==> src/rtl/acc_div_inject_pkg.sv <==
// ============================================================================
// Module      : acc_div_inject_pkg
// Description : Shared types and constants for the divide-accelerator
//               injection controller: the controller state enum, the Hack
//               instruction encodings it injects, and the layout of one
//               result-cache entry.
// Revision    : 1.0 - initial release
// ============================================================================
`default_nettype none

package acc_div_inject_pkg;

  // Controller states. The encoding is 3 bits wide, so values 5..7 are
  // illegal and the controller treats them as S_IDLE.
  typedef enum logic [2:0] {
    S_IDLE    = 3'd0,
    S_DIV     = 3'd1,
    S_EMIT_LD = 3'd2,
    S_EMIT_ST = 3'd3,
    S_DONE    = 3'd4
  } t_acc_state;

  // Hack C-instructions used by the injected bundles.
  localparam logic [15:0] INST_D_EQ_A     = 16'hEC10;  // D=A
  localparam logic [15:0] INST_D_EQ_NOT_A = 16'hEC50;  // D=!A
  localparam logic [15:0] INST_M_EQ_D     = 16'hE308;  // M=D

  // Result-cache entry layout for the native 16-bit Hack word.
  typedef struct packed {
    logic        valid;
    logic [15:0] dividend;
    logic [15:0] divisor;
    logic [15:0] quotient;
    logic [15:0] remainder;
  } t_div_cache_entry;

endpackage

`default_nettype wire

==> src/rtl/acc_div_inject_if.sv <==
// ============================================================================
// Module      : acc_div_inject_if
// Description : Handshake bundle between the accelerator controller and the
//               external iterative divider.
//   DivReq       master->slave  one-cycle start pulse
//   DivDividend  master->slave  registered dividend
//   DivDivisor   master->slave  registered divisor
//   DivDone      slave->master  result valid (single cycle)
//   Quotient     slave->master  quotient, valid with DivDone
//   Remainder    slave->master  remainder, valid with DivDone
// Revision    : 1.0 - initial release
// ============================================================================
`default_nettype none

interface acc_div_inject_if #(
  parameter int DATA_W = 16
) ();

  logic              DivReq;
  logic [DATA_W-1:0] DivDividend;
  logic [DATA_W-1:0] DivDivisor;
  logic              DivDone;
  logic [DATA_W-1:0] Quotient;
  logic [DATA_W-1:0] Remainder;

  // Accelerator side
  modport master (
    output DivReq, DivDividend, DivDivisor,
    input  DivDone, Quotient, Remainder
  );

  // Divider side
  modport slave (
    input  DivReq, DivDividend, DivDivisor,
    output DivDone, Quotient, Remainder
  );

endinterface

`default_nettype wire

==> src/rtl/acc_div_inject_result_cache.sv <==
// ============================================================================
// Module      : acc_div_inject_result_cache
// Description : Fully associative divide-result cache with round-robin fill.
//               Lookup is combinational against the live operands; a fill
//               that matches an existing valid entry overwrites that entry in
//               place and leaves the replacement pointer alone, so an operand
//               pair never occupies two entries.
// Ports       : Clk, Reset (async active-low)
//               lookup_dividend/lookup_divisor -> hit, hit_quotient,
//               hit_remainder
//               fill_en, fill_dividend, fill_divisor, fill_quotient,
//               fill_remainder
// Build       : instantiated only when ACC_RESULT_CACHE_EN is defined
// Revision    : 1.0 - initial release
// ============================================================================
`default_nettype none

module acc_div_inject_result_cache #(
  parameter int DATA_W = 16,
  parameter int DEPTH  = 4
) (
  input  wire logic              Clk,
  input  wire logic              Reset,
  input  wire logic [DATA_W-1:0] lookup_dividend,
  input  wire logic [DATA_W-1:0] lookup_divisor,
  output logic                   hit,
  output logic      [DATA_W-1:0] hit_quotient,
  output logic      [DATA_W-1:0] hit_remainder,
  input  wire logic              fill_en,
  input  wire logic [DATA_W-1:0] fill_dividend,
  input  wire logic [DATA_W-1:0] fill_divisor,
  input  wire logic [DATA_W-1:0] fill_quotient,
  input  wire logic [DATA_W-1:0] fill_remainder
);

  localparam int PTR_W = (DEPTH > 1) ? $clog2(DEPTH) : 1;

  logic [DEPTH-1:0]             valid_q, valid_d;
  logic [DEPTH-1:0][DATA_W-1:0] dvd_q, dvd_d;
  logic [DEPTH-1:0][DATA_W-1:0] dvs_q, dvs_d;
  logic [DEPTH-1:0][DATA_W-1:0] quo_q, quo_d;
  logic [DEPTH-1:0][DATA_W-1:0] rem_q, rem_d;
  logic [PTR_W-1:0]             ptr_q, ptr_d;

  logic             fill_match;
  logic [PTR_W-1:0] fill_match_idx;
  logic [PTR_W-1:0] wr_idx;

  // Lookup against the live request operands.
  always_comb begin
    hit           = 1'b0;
    hit_quotient  = '0;
    hit_remainder = '0;
    for (int i = 0; i < DEPTH; i++) begin
      if (valid_q[i] && (dvd_q[i] == lookup_dividend) && (dvs_q[i] == lookup_divisor)) begin
        hit           = 1'b1;
        hit_quotient  = quo_q[i];
        hit_remainder = rem_q[i];
      end
    end
  end

  // Fill: reuse a matching entry, otherwise take the round-robin slot.
  always_comb begin
    fill_match     = 1'b0;
    fill_match_idx = '0;
    for (int i = 0; i < DEPTH; i++) begin
      if (valid_q[i] && (dvd_q[i] == fill_dividend) && (dvs_q[i] == fill_divisor)) begin
        fill_match     = 1'b1;
        fill_match_idx = PTR_W'(i);
      end
    end

    valid_d = valid_q;
    dvd_d   = dvd_q;
    dvs_d   = dvs_q;
    quo_d   = quo_q;
    rem_d   = rem_q;
    ptr_d   = ptr_q;
    wr_idx  = fill_match ? fill_match_idx : ptr_q;

    if (fill_en) begin
      valid_d[wr_idx] = 1'b1;
      dvd_d[wr_idx]   = fill_dividend;
      dvs_d[wr_idx]   = fill_divisor;
      quo_d[wr_idx]   = fill_quotient;
      rem_d[wr_idx]   = fill_remainder;
      if (!fill_match) begin
        ptr_d = (ptr_q == PTR_W'(DEPTH - 1)) ? '0 : ptr_q + PTR_W'(1);
      end
    end
  end

  always_ff @(posedge Clk or negedge Reset) begin
    if (!Reset) begin
      valid_q <= '0;
      dvd_q   <= '0;
      dvs_q   <= '0;
      quo_q   <= '0;
      rem_q   <= '0;
      ptr_q   <= '0;
    end else begin
      valid_q <= valid_d;
      dvd_q   <= dvd_d;
      dvs_q   <= dvs_d;
      quo_q   <= quo_d;
      rem_q   <= rem_d;
      ptr_q   <= ptr_d;
    end
  end

endmodule

`default_nettype wire

==> src/rtl/acc_div_inject.sv <==
// ============================================================================
// Module      : acc_div_inject
// Description : Divide accelerator controller. Accepts a divide request from
//               decode, obtains quotient/remainder (divide-by-zero shortcut,
//               optional result cache, or the external divider) and injects
//               four two-instruction bundles that store Q to @ADDR_Q and R to
//               @ADDR_R. Values with the MSB set are loaded as @(~V) ; D=!A
//               since an A-instruction can only carry DATA_W-1 bits.
// Ports       : Clk, Reset (async active-low)
//               StartDiv102, Dividend, Divisor, PC100   request from decode
//               div_if (master)                          divider handshake
//               Inst0FromAcc101, Inst1FromAcc101         injected bundle
//               SelAccInst101, SelPcAcc, AccPc           pipeline steering
//               State                                    debug/perf
// Build       : ACC_RESULT_CACHE_EN enables the CACHE_DEPTH-entry result
//               cache; without it every nonzero-divisor request runs the
//               divider.
// Revision    : 1.0 - initial release
// ============================================================================
`default_nettype none

module acc_div_inject
  import acc_div_inject_pkg::*;
#(
  parameter int DATA_W      = 16,
  parameter int PC_W        = 10,
  parameter int ADDR_Q      = 1,
  parameter int ADDR_R      = 2,
  parameter int CACHE_DEPTH = 4
) (
  input  wire logic              Clk,
  input  wire logic              Reset,
  input  wire logic              StartDiv102,
  input  wire logic [DATA_W-1:0] Dividend,
  input  wire logic [DATA_W-1:0] Divisor,
  input  wire logic [PC_W-1:0]   PC100,
  acc_div_inject_if.master       div_if,
  output logic      [DATA_W-1:0] Inst0FromAcc101,
  output logic      [DATA_W-1:0] Inst1FromAcc101,
  output logic                   SelAccInst101,
  output logic                   SelPcAcc,
  output logic      [PC_W-1:0]   AccPc,
  output t_acc_state             State
);

  localparam logic [DATA_W-1:0] C_AT_Q      = DATA_W'(ADDR_Q);
  localparam logic [DATA_W-1:0] C_AT_R      = DATA_W'(ADDR_R);
  localparam logic [DATA_W-1:0] C_LD_PLAIN  = DATA_W'(INST_D_EQ_A);
  localparam logic [DATA_W-1:0] C_LD_INVERT = DATA_W'(INST_D_EQ_NOT_A);
  localparam logic [DATA_W-1:0] C_ST        = DATA_W'(INST_M_EQ_D);

  t_acc_state        state_q, state_d;
  logic              idx_q, idx_d;
  logic [PC_W-1:0]   acc_pc_q, acc_pc_d;
  logic [DATA_W-1:0] dvd_q, dvd_d;
  logic [DATA_W-1:0] dvs_q, dvs_d;
  logic [DATA_W-1:0] quo_q, quo_d;
  logic [DATA_W-1:0] rem_q, rem_d;
  logic              div_req_q, div_req_d;
  logic [DATA_W-1:0] inst0_q, inst0_d;
  logic [DATA_W-1:0] inst1_q, inst1_d;
  logic              sel_acc_q, sel_acc_d;
  logic              sel_pc_q, sel_pc_d;

  logic              cache_hit;
  logic [DATA_W-1:0] cache_quo;
  logic [DATA_W-1:0] cache_rem;
  logic              fill_en;
  logic [DATA_W-1:0] emit_val;

`ifdef ACC_RESULT_CACHE_EN
  acc_div_inject_result_cache #(
    .DATA_W (DATA_W),
    .DEPTH  (CACHE_DEPTH)
  ) u_cache (
    .Clk             (Clk),
    .Reset           (Reset),
    .lookup_dividend (Dividend),
    .lookup_divisor  (Divisor),
    .hit             (cache_hit),
    .hit_quotient    (cache_quo),
    .hit_remainder   (cache_rem),
    .fill_en         (fill_en),
    .fill_dividend   (dvd_q),
    .fill_divisor    (dvs_q),
    .fill_quotient   (div_if.Quotient),
    .fill_remainder  (div_if.Remainder)
  );
`else
  assign cache_hit = 1'b0;
  assign cache_quo = '0;
  assign cache_rem = '0;
  logic unused_cache_cfg;
  assign unused_cache_cfg = fill_en ^ (CACHE_DEPTH > 0);
`endif

  always_comb begin
    state_d  = state_q;
    idx_d    = idx_q;
    acc_pc_d = acc_pc_q;
    dvd_d    = dvd_q;
    dvs_d    = dvs_q;
    quo_d    = quo_q;
    rem_d    = rem_q;
    fill_en  = 1'b0;

    case (state_q)
      S_IDLE: begin
        if (StartDiv102) begin
          dvd_d    = Dividend;
          dvs_d    = Divisor;
          acc_pc_d = PC100;
          idx_d    = 1'b0;
          if (Divisor == '0) begin
            quo_d   = '1;
            rem_d   = Dividend;
            state_d = S_EMIT_LD;
          end else if (cache_hit) begin
            quo_d   = cache_quo;
            rem_d   = cache_rem;
            state_d = S_EMIT_LD;
          end else begin
            state_d = S_DIV;
          end
        end
      end
      S_DIV: begin
        if (div_if.DivDone) begin
          quo_d   = div_if.Quotient;
          rem_d   = div_if.Remainder;
          fill_en = 1'b1;
          state_d = S_EMIT_LD;
        end
      end
      S_EMIT_LD: state_d = S_EMIT_ST;
      S_EMIT_ST: begin
        if (!idx_q) begin
          idx_d   = 1'b1;
          state_d = S_EMIT_LD;
        end else begin
          state_d = S_DONE;
        end
      end
      S_DONE:  state_d = S_IDLE;
      default: state_d = S_IDLE;
    endcase

    // Outputs are computed from the next state so they register together
    // with it and always describe the current State.
    emit_val  = idx_d ? rem_d : quo_d;
    div_req_d = (state_d == S_DIV) && (state_q != S_DIV);
    sel_pc_d  = (state_d != S_IDLE);
    sel_acc_d = 1'b0;
    inst0_d   = '0;
    inst1_d   = '0;
    case (state_d)
      S_EMIT_LD: begin
        sel_acc_d = 1'b1;
        if (emit_val[DATA_W-1]) begin
          inst0_d = {1'b0, ~emit_val[DATA_W-2:0]};
          inst1_d = C_LD_INVERT;
        end else begin
          inst0_d = {1'b0, emit_val[DATA_W-2:0]};
          inst1_d = C_LD_PLAIN;
        end
      end
      S_EMIT_ST: begin
        sel_acc_d = 1'b1;
        inst0_d   = idx_d ? C_AT_R : C_AT_Q;
        inst1_d   = C_ST;
      end
      default: ;
    endcase
  end

  always_ff @(posedge Clk or negedge Reset) begin
    if (!Reset) begin
      state_q   <= S_IDLE;
      idx_q     <= 1'b0;
      acc_pc_q  <= '0;
      dvd_q     <= '0;
      dvs_q     <= '0;
      quo_q     <= '0;
      rem_q     <= '0;
      div_req_q <= 1'b0;
      inst0_q   <= '0;
      inst1_q   <= '0;
      sel_acc_q <= 1'b0;
      sel_pc_q  <= 1'b0;
    end else begin
      state_q   <= state_d;
      idx_q     <= idx_d;
      acc_pc_q  <= acc_pc_d;
      dvd_q     <= dvd_d;
      dvs_q     <= dvs_d;
      quo_q     <= quo_d;
      rem_q     <= rem_d;
      div_req_q <= div_req_d;
      inst0_q   <= inst0_d;
      inst1_q   <= inst1_d;
      sel_acc_q <= sel_acc_d;
      sel_pc_q  <= sel_pc_d;
    end
  end

  assign div_if.DivReq      = div_req_q;
  assign div_if.DivDividend = dvd_q;
  assign div_if.DivDivisor  = dvs_q;
  assign Inst0FromAcc101    = inst0_q;
  assign Inst1FromAcc101    = inst1_q;
  assign SelAccInst101      = sel_acc_q;
  assign SelPcAcc           = sel_pc_q;
  assign AccPc              = acc_pc_q;
  assign State              = state_q;

endmodule

`default_nettype wire

==> src/flat_wrapper.sv <==
// flat-port wrapper written by rule: the top's interface ports become plain ports
module acc_div_inject_flat import acc_div_inject_pkg::*;
#(
  parameter int DATA_W      = 16,
  parameter int PC_W        = 10,
  parameter int ADDR_Q      = 1,
  parameter int ADDR_R      = 2,
  parameter int CACHE_DEPTH = 4
)
  (Clk, Reset, StartDiv102, Dividend, Divisor, PC100, Inst0FromAcc101, Inst1FromAcc101, SelAccInst101, SelPcAcc, AccPc, State, div_if_DivReq, div_if_DivDividend, div_if_DivDivisor, div_if_DivDone, div_if_Quotient, div_if_Remainder);
  acc_div_inject_if #(.DATA_W(DATA_W)) div_if_i ();
  input  wire logic Clk;
  input  wire logic Reset;
  input  wire logic StartDiv102;
  input  wire logic [DATA_W-1:0] Dividend;
  input  wire logic [DATA_W-1:0] Divisor;
  input  wire logic [PC_W-1:0] PC100;
  output logic      [DATA_W-1:0] Inst0FromAcc101;
  output logic      [DATA_W-1:0] Inst1FromAcc101;
  output logic SelAccInst101;
  output logic SelPcAcc;
  output logic      [PC_W-1:0] AccPc;
  output t_acc_state State;
  output wire logic [$bits(div_if_i.DivReq)-1:0] div_if_DivReq;
  output wire logic [$bits(div_if_i.DivDividend)-1:0] div_if_DivDividend;
  output wire logic [$bits(div_if_i.DivDivisor)-1:0] div_if_DivDivisor;
  input wire logic [$bits(div_if_i.DivDone)-1:0] div_if_DivDone;
  input wire logic [$bits(div_if_i.Quotient)-1:0] div_if_Quotient;
  input wire logic [$bits(div_if_i.Remainder)-1:0] div_if_Remainder;
  assign div_if_DivReq = div_if_i.DivReq;
  assign div_if_DivDividend = div_if_i.DivDividend;
  assign div_if_DivDivisor = div_if_i.DivDivisor;
  assign div_if_i.DivDone = div_if_DivDone;
  assign div_if_i.Quotient = div_if_Quotient;
  assign div_if_i.Remainder = div_if_Remainder;
  acc_div_inject #(.DATA_W(DATA_W), .PC_W(PC_W), .ADDR_Q(ADDR_Q), .ADDR_R(ADDR_R), .CACHE_DEPTH(CACHE_DEPTH)) u_core (.Clk(Clk), .Reset(Reset), .StartDiv102(StartDiv102), .Dividend(Dividend), .Divisor(Divisor), .PC100(PC100), .div_if(div_if_i), .Inst0FromAcc101(Inst0FromAcc101), .Inst1FromAcc101(Inst1FromAcc101), .SelAccInst101(SelAccInst101), .SelPcAcc(SelPcAcc), .AccPc(AccPc), .State(State));
endmodule
==> config.mk <==
export PLATFORM = sky130hd
export DESIGN_NAME = acc_div_inject_flat
export DESIGN_NICKNAME = d
export VERILOG_FILES = /design/src/rtl/acc_div_inject_pkg.sv /design/src/rtl/acc_div_inject_if.sv /design/src/rtl/acc_div_inject_result_cache.sv /design/src/rtl/acc_div_inject.sv /design/src/flat_wrapper.sv
export SDC_FILE = /design/constraint.sdc
export NUM_CORES = 1
export LEC_CHECK = 0
export ABC_AREA = 1
export ABC_CLOCK_PERIOD_IN_PS = 2300
export BUFFER_PORTS_ARGS = -buffer_cell sky130_fd_sc_hd__buf_2
export CAP_MARGIN = 10
export CORE_ASPECT_RATIO = 1.4
export CORE_MARGIN = 3
export CORE_UTILIZATION = 50
export CTS_CLUSTER_SIZE = 30
export DETAILED_ROUTE_END_ITERATION = 10
export PLACE_DENSITY = 0.79
export SLEW_MARGIN = 40
export SYNTH_ARGS = -nofsm -noshare
export SYNTH_HDL_FRONTEND = slang
export SYNTH_SLANG_ARGS = --single-unit
==> constraint.sdc <==
create_clock -name Clk -period 2.3 [get_ports Clk]
set_input_delay 0.115 -clock Clk [delete_from_list [all_inputs] [get_ports Clk]]
set_output_delay 0.115 -clock Clk [all_outputs]
set_load 0.02 [all_outputs]
Word-level counts from Yosys, hierarchy flattened
Cells that the tools add are included.
W data, S select, Z words.
{ "totals": {"regBits": 113, "latchBits": 0, "ramBits": 0, "romBits": 0, "inputBits": 78, "output_inout_bits": 80, "word_cells": 48, "mem_count": 0} }
{ "op_classes": {"add_sub_neg": 0, "mul": 0, "n_div": 0, "order_cmp": 0, "n_eq_ne": 7, "shifts": 0, "n_mux": 22, "bitwise": 1, "n_reduce_logical": 6} }
{ "op_table": {"columns": ["operator", "count"], "rows": [
  ["$pmux W16 S2", 4],
  ["$mux W16", 7],
  ["$logic_not A16 Y1", 1],
  ["$mux W15", 1],
  ["$not A15 Y15", 1],
  ["$eq A3 B2 Y1 const B", 4],
  ["$pmux W3 S4", 1],
  ["$mux W3", 3],
  ["$mux W7", 1],
  ["$eq A3 B1 Y1 const B", 2],
  ["$mux W2", 2],
  ["$logic_not A3 Y1", 1],
  ["$ne A3 B1 Y1 const B", 1],
  ["$reduce_bool A3 Y1", 1],
  ["$mux W1", 2],
  ["$pmux W1 S2", 1],
  ["$reduce_and A2 Y1", 1],
  ["$reduce_or A2 Y1", 1],
  ["$logic_and A1 B1 Y1", 1]
]} }

Logic depth before layout (Yosys ltp)
{ "depth": {"depth_word": 8, "depth_mapped": 15} }

Least setup slack after synthesis
No wires, ideal clock.
{ "synth_timing": {"kind": "register to register", "startpoint": "reg u_core.state_q[2] (netlist: u_core.State[2])", "endpoint": "reg u_core.inst0_q[11] (netlist: u_core.Inst0FromAcc101[11])", "arrival_time_ns": 1.636, "slack_ns": 0.547, "path_stages_with_launch": 13, "synth_period_minus_slack_ns": 1.753, "cell_sequence": "dfrtp_1 > inv_2 > nand2_2 > nor2_4 > nand2_2 > a21oi_2 > buf_4 > buf_4 > nand2_1 > nand2_1 > nand2_1 > nand2_1 > nor2_1"} }
{ "synth_via": {"elab_chain_cells": 6} }
{ "synth_rtl": {"columns": ["element", "line", "source"], "rows": [
  ["start, declared", "acc_div_inject.sv:52", "t_acc_state state_q, state_d;"],
  ["start signal, assigned", "acc_div_inject.sv:191", "state_q <= state_d;"],
  ["$eq A3 B1 Y1, or another cell as far along", null, null],
  ["$pmux W16 S2 / $pmux W1 S2 (equally long branches)", "acc_div_inject.sv:107", "case (state_q)"],
  ["$mux W16", "acc_div_inject.sv:150", "emit_val = idx_d ? rem_d : quo_d;"],
  ["$not A15 Y15", "acc_div_inject.sv:160", "inst0_d = {1'b0, ~emit_val[DATA_W-2:0]};"],
  ["$mux W15", "acc_div_inject.sv:159", "if (emit_val[DATA_W-1]) begin"],
  ["$pmux W16 S2 (*)", "acc_div_inject.sv:156", "case (state_d)"],
  ["net u_core.inst0_d[11]", "acc_div_inject.sv:60", "logic [DATA_W-1:0] inst0_q, inst0_d;"],
  ["end signal, assigned", "acc_div_inject.sv:199", "inst0_q <= inst0_d;"],
  ["end, declared", "acc_div_inject.sv:60", null]
]} }
Mark *: on every way through the listed nets, which the timed path passes. The rest lies on a longest branch.
A chain may end at the register's enable or synchronous reset.

Worst setup path after layout
{ "layout_timing": {"startpoint": "in Divisor[13]", "endpoint": "reg u_core.inst0_q[9] (netlist: u_core.Inst0FromAcc101[9])"} }
{ "layout_lines": {"columns": ["element", "line", "source"], "rows": [
  ["start, declared", "flat_wrapper.sv:16", "input wire logic [DATA_W-1:0] Divisor;"],
  ["$logic_not A16 Y1", "acc_div_inject.sv:114", "if (Divisor == '0) begin"],
  ["$mux W16", "acc_div_inject.sv:114", null],
  ["$mux W16", "acc_div_inject.sv:109", "if (StartDiv102) begin"],
  ["$pmux W16 S2", "acc_div_inject.sv:107", null],
  ["net u_core.rem_d[15]", "acc_div_inject.sv:58", "logic [DATA_W-1:0] rem_q, rem_d;"],
  ["$mux W16", "acc_div_inject.sv:150", null],
  ["$mux W15", "acc_div_inject.sv:159", null],
  ["$pmux W16 S2", "acc_div_inject.sv:156", null],
  ["net u_core.inst0_d[9]", "acc_div_inject.sv:60", null]
]} }
The timed path passes the listed nets, and every way through them passes these cells.

==> flow_summary.toml <==
[outcome]
outcome = "completed"

[route]
vias = 4467
first_iter_violations = 326
first_pass_iters = 7
wire_per_inst_um = 15.5
finalWirelength_mm = 13.6
vias_per_cell = 5.09
final_antenna_net_count = 0
drc = 0

[grt]
grt_pass1_wl_mm = 21.5
antenna_found_initial = 0
gr-usage-all-layers = 0.262
first_global_vias = 4547
grt_max_degree = 51
grt_overflow = 0

[power]
combPwrFrac = 0.509
clkPwrFrac = 0.170
power_density_nw_per_um2 = 1450
swShare = 0.456
intPower_mw = 4.84
p_leak_nw = 3.47
seq_power_share = 0.321
p_switching_mw = 4.05
vdd_drop_max_mv = 0.742

[setup_path]
crit_required_ns = 2.57
critPathKind = "primary input to register"
path_max_fanout = 26
cp-end-kind = "register"
rr_startpoint = "u_core.State[1]"
timing.rr.end = "u_core.Inst0FromAcc101[9]"
rr_worst_depth = 11
reg2reg_slack_ns = 0.28
cp_data_arrival_time_ns = 2.37
cp-startpoint = "Divisor[13]"
startpoint_type = "primary input"
cp-endpoint = "u_core.Inst0FromAcc101[9]"

[cells_and_area]
layout_commonest_cell = "nand2_1"
syn2layout_area_growth_pct = 31.5
final_cell_mix = "nand2_1, buf_2, dfrtp_1"
drive_gt1_frac = 0.275
nNetsFinal = 843
insertedDiodeCount = 0
stdcell_count = 877

[synthesis]
syn_area_sq_um = 4670
synth_area_leaders = "dfrtp_1, nand2_1, nand3_1, nor2_1, buf_4"
yosysTopAreaCell = "dfrtp_1"
syn_area_per_cell_sq_um = 8.00
ys_types = 25
syn_inst = 584
ys_ff_latch = 99
yosysSeqAreaShare = 0.530
synth_top_cell_area_share = 0.530
yosysWarningCount = 0

[timing]
hold_violations = 0
period_minus_slack_ns = 2.10
slew_viol_final = 0
timing.setup.tns_ns = 0
tightestPinTransition_ns = 0.645
fin_crit_sh = 0.914
clock.fmax_mhz = 476
rsz0062_at_grt = "false"
setup_viol = 0
relSlewSlack = 0.570
finClkSkew_ns = 0.00588

[hold_path]
whs_path_depth = 3
hold_path_class = "primary input to register"

[flow_run]
maxCapViolCount = 0

[floorplan]
core.rowCount = 41
die_w_um = 87.7
dieArea_sq_um = 10600
start_util = 0.515
ios = 158
core_sq_um = 9080
die_y_um = 120

[placed_design]
place.gp.congestion = 0.910
dp_hpwl_mm = 8.91
placedCellCount = 817
numPortBuffers = 150

[cts]
cts_made_buffers = 9
clock_sinks = 99
ctsResizeCount = 0
htreeDepth = 3
cts_root_buf = "clkbuf_16"
cts_tree = "built"
path_clk_slew_ns = 0.07
clkLatencyLatePin_ns = 0.34
cts_max_path_buffers = 2
## cells in the mapped netlist
cell	instances
a21oi_2	1
and2_1	4
buf_2	8
buf_4	20
buf_6	6
clkbuf_1	8
clkinv_2	1
conb_1	1
dfrtp_1	99
inv_1	18
inv_2	7
mux2i_1	1
nand2_1	267
nand2_2	7
nand2_4	1
nand3_1	63
nand3_2	6
nand3_4	1
nand4_1	8
nor2_1	48
nor2_2	1
nor2_4	3
o2111ai_2	1
o211ai_2	1
o21ai_0	3
## worst min-delay path by stage
stage	start	slack, ns	to
after global placement	Reset	0.17	u_core.AccPc[4]
final	div_if_Quotient[5]	0.02	u_core.quo_q[5]
after CTS	div_if_Quotient[5]	0.001	u_core.quo_q[5]
after floorplan	Reset	-0.18	u_core.AccPc[0]
after detailed placement	Reset	0.18	u_core.AccPc[4]
after global routing	div_if_Quotient[9]	0.02	u_core.quo_q[9]
## final cells by class
class,instances,area (sq um)
Clock buffer,9,225
Clock inverter,7,77.6
Fill cell,716,2930
Inverter,26,98.8
Multi-Input combinational cell,424,1840
Sequential cell,99,2480
Tap cell,107,134
Timing Repair Buffer,205,1290
## critical path, cell delays in order
cell and delay, ns:
dlygate4sd3_1 0.56, buf_2 0.14, nor2_1 0.08, nand2_1 0.14
nor2_4 0.28, nand3_4 0.23, nand3_2 0.15, nand3_2 0.09
nand2_2 0.09, nand2_4 0.16, nand2_1 0.13, nand2_1 0.06
nor2_1 0.12
## sequential cells by signal, summed over array words and instances (netlist names)
| signal | cells |
|---|---|
| u_core.div_if.DivDividend | 16 |
| u_core.div_if.DivDivisor | 16 |
| u_core.quo_q | 16 |
| u_core.rem_q | 16 |
| u_core.Inst0FromAcc101 | 15 |
| u_core.AccPc | 10 |
| u_core.Inst1FromAcc101 | 4 |
| u_core.State | 3 |
| u_core.SelPcAcc | 1 |
| u_core.div_if.DivReq | 1 |
| u_core.idx_q | 1 |
## through the flow
stage          worst slack (ns)  power, mW  area, sq um  hold WS [ns]  utilization
2_1_floorplan             0.547       6.13         4700        -0.181            -
3_3_place_gp              0.373       7.05         5410         0.171        0.596
3_5_place_dp              0.261       7.20         5410         0.179        0.596
4_1_cts                   0.126       8.81         6110      0.000954        0.673
5_1_grt                  0.0225       9.56         6150        0.0188        0.677
6_report                  0.199       8.89         6150        0.0165        0.677
## power by group through the flow
stage               Combinational (mW)  Clock [mW]  Sequential, mW
finish                            4.52        1.51            2.86
detailed placement                4.35           0            2.86
global placement                  4.21           0            2.84
floorplan                         2.72           0            3.41
CTS                               4.43        1.54            2.83
global route                      5.02        1.62            2.92
## repair_timing
action / in CTS / in global routing
setup buffers: 0 / 3
hold buffers: 40 / 0
endpoints found under the setup margin: 0 / 13
endpoints found under the hold margin: 87 / 0
## logic make-up (layout without fill, tap and decap cells)
family,Yosys count,after routing,synth area share
other,1,7,0.000802
buffers and inverters,68,247,0.0827
AND/OR/NAND/NOR,409,410,0.373
flip-flops,99,99,0.530
AO/OA/AOI/OAI,6,6,0.0110
multiplexers,1,1,0.00214
## routing by layer
metal	share of wire	vias to the layer above	track usage
met5	0	-	0
met4	0.020	0	0.103
met3	0.066	28	0.0532
met2	0.53	184	0.467
met1	0.38	2096	0.303
li1	-	2159	-
Note: power is estimated with default switching activity, not from simulation.
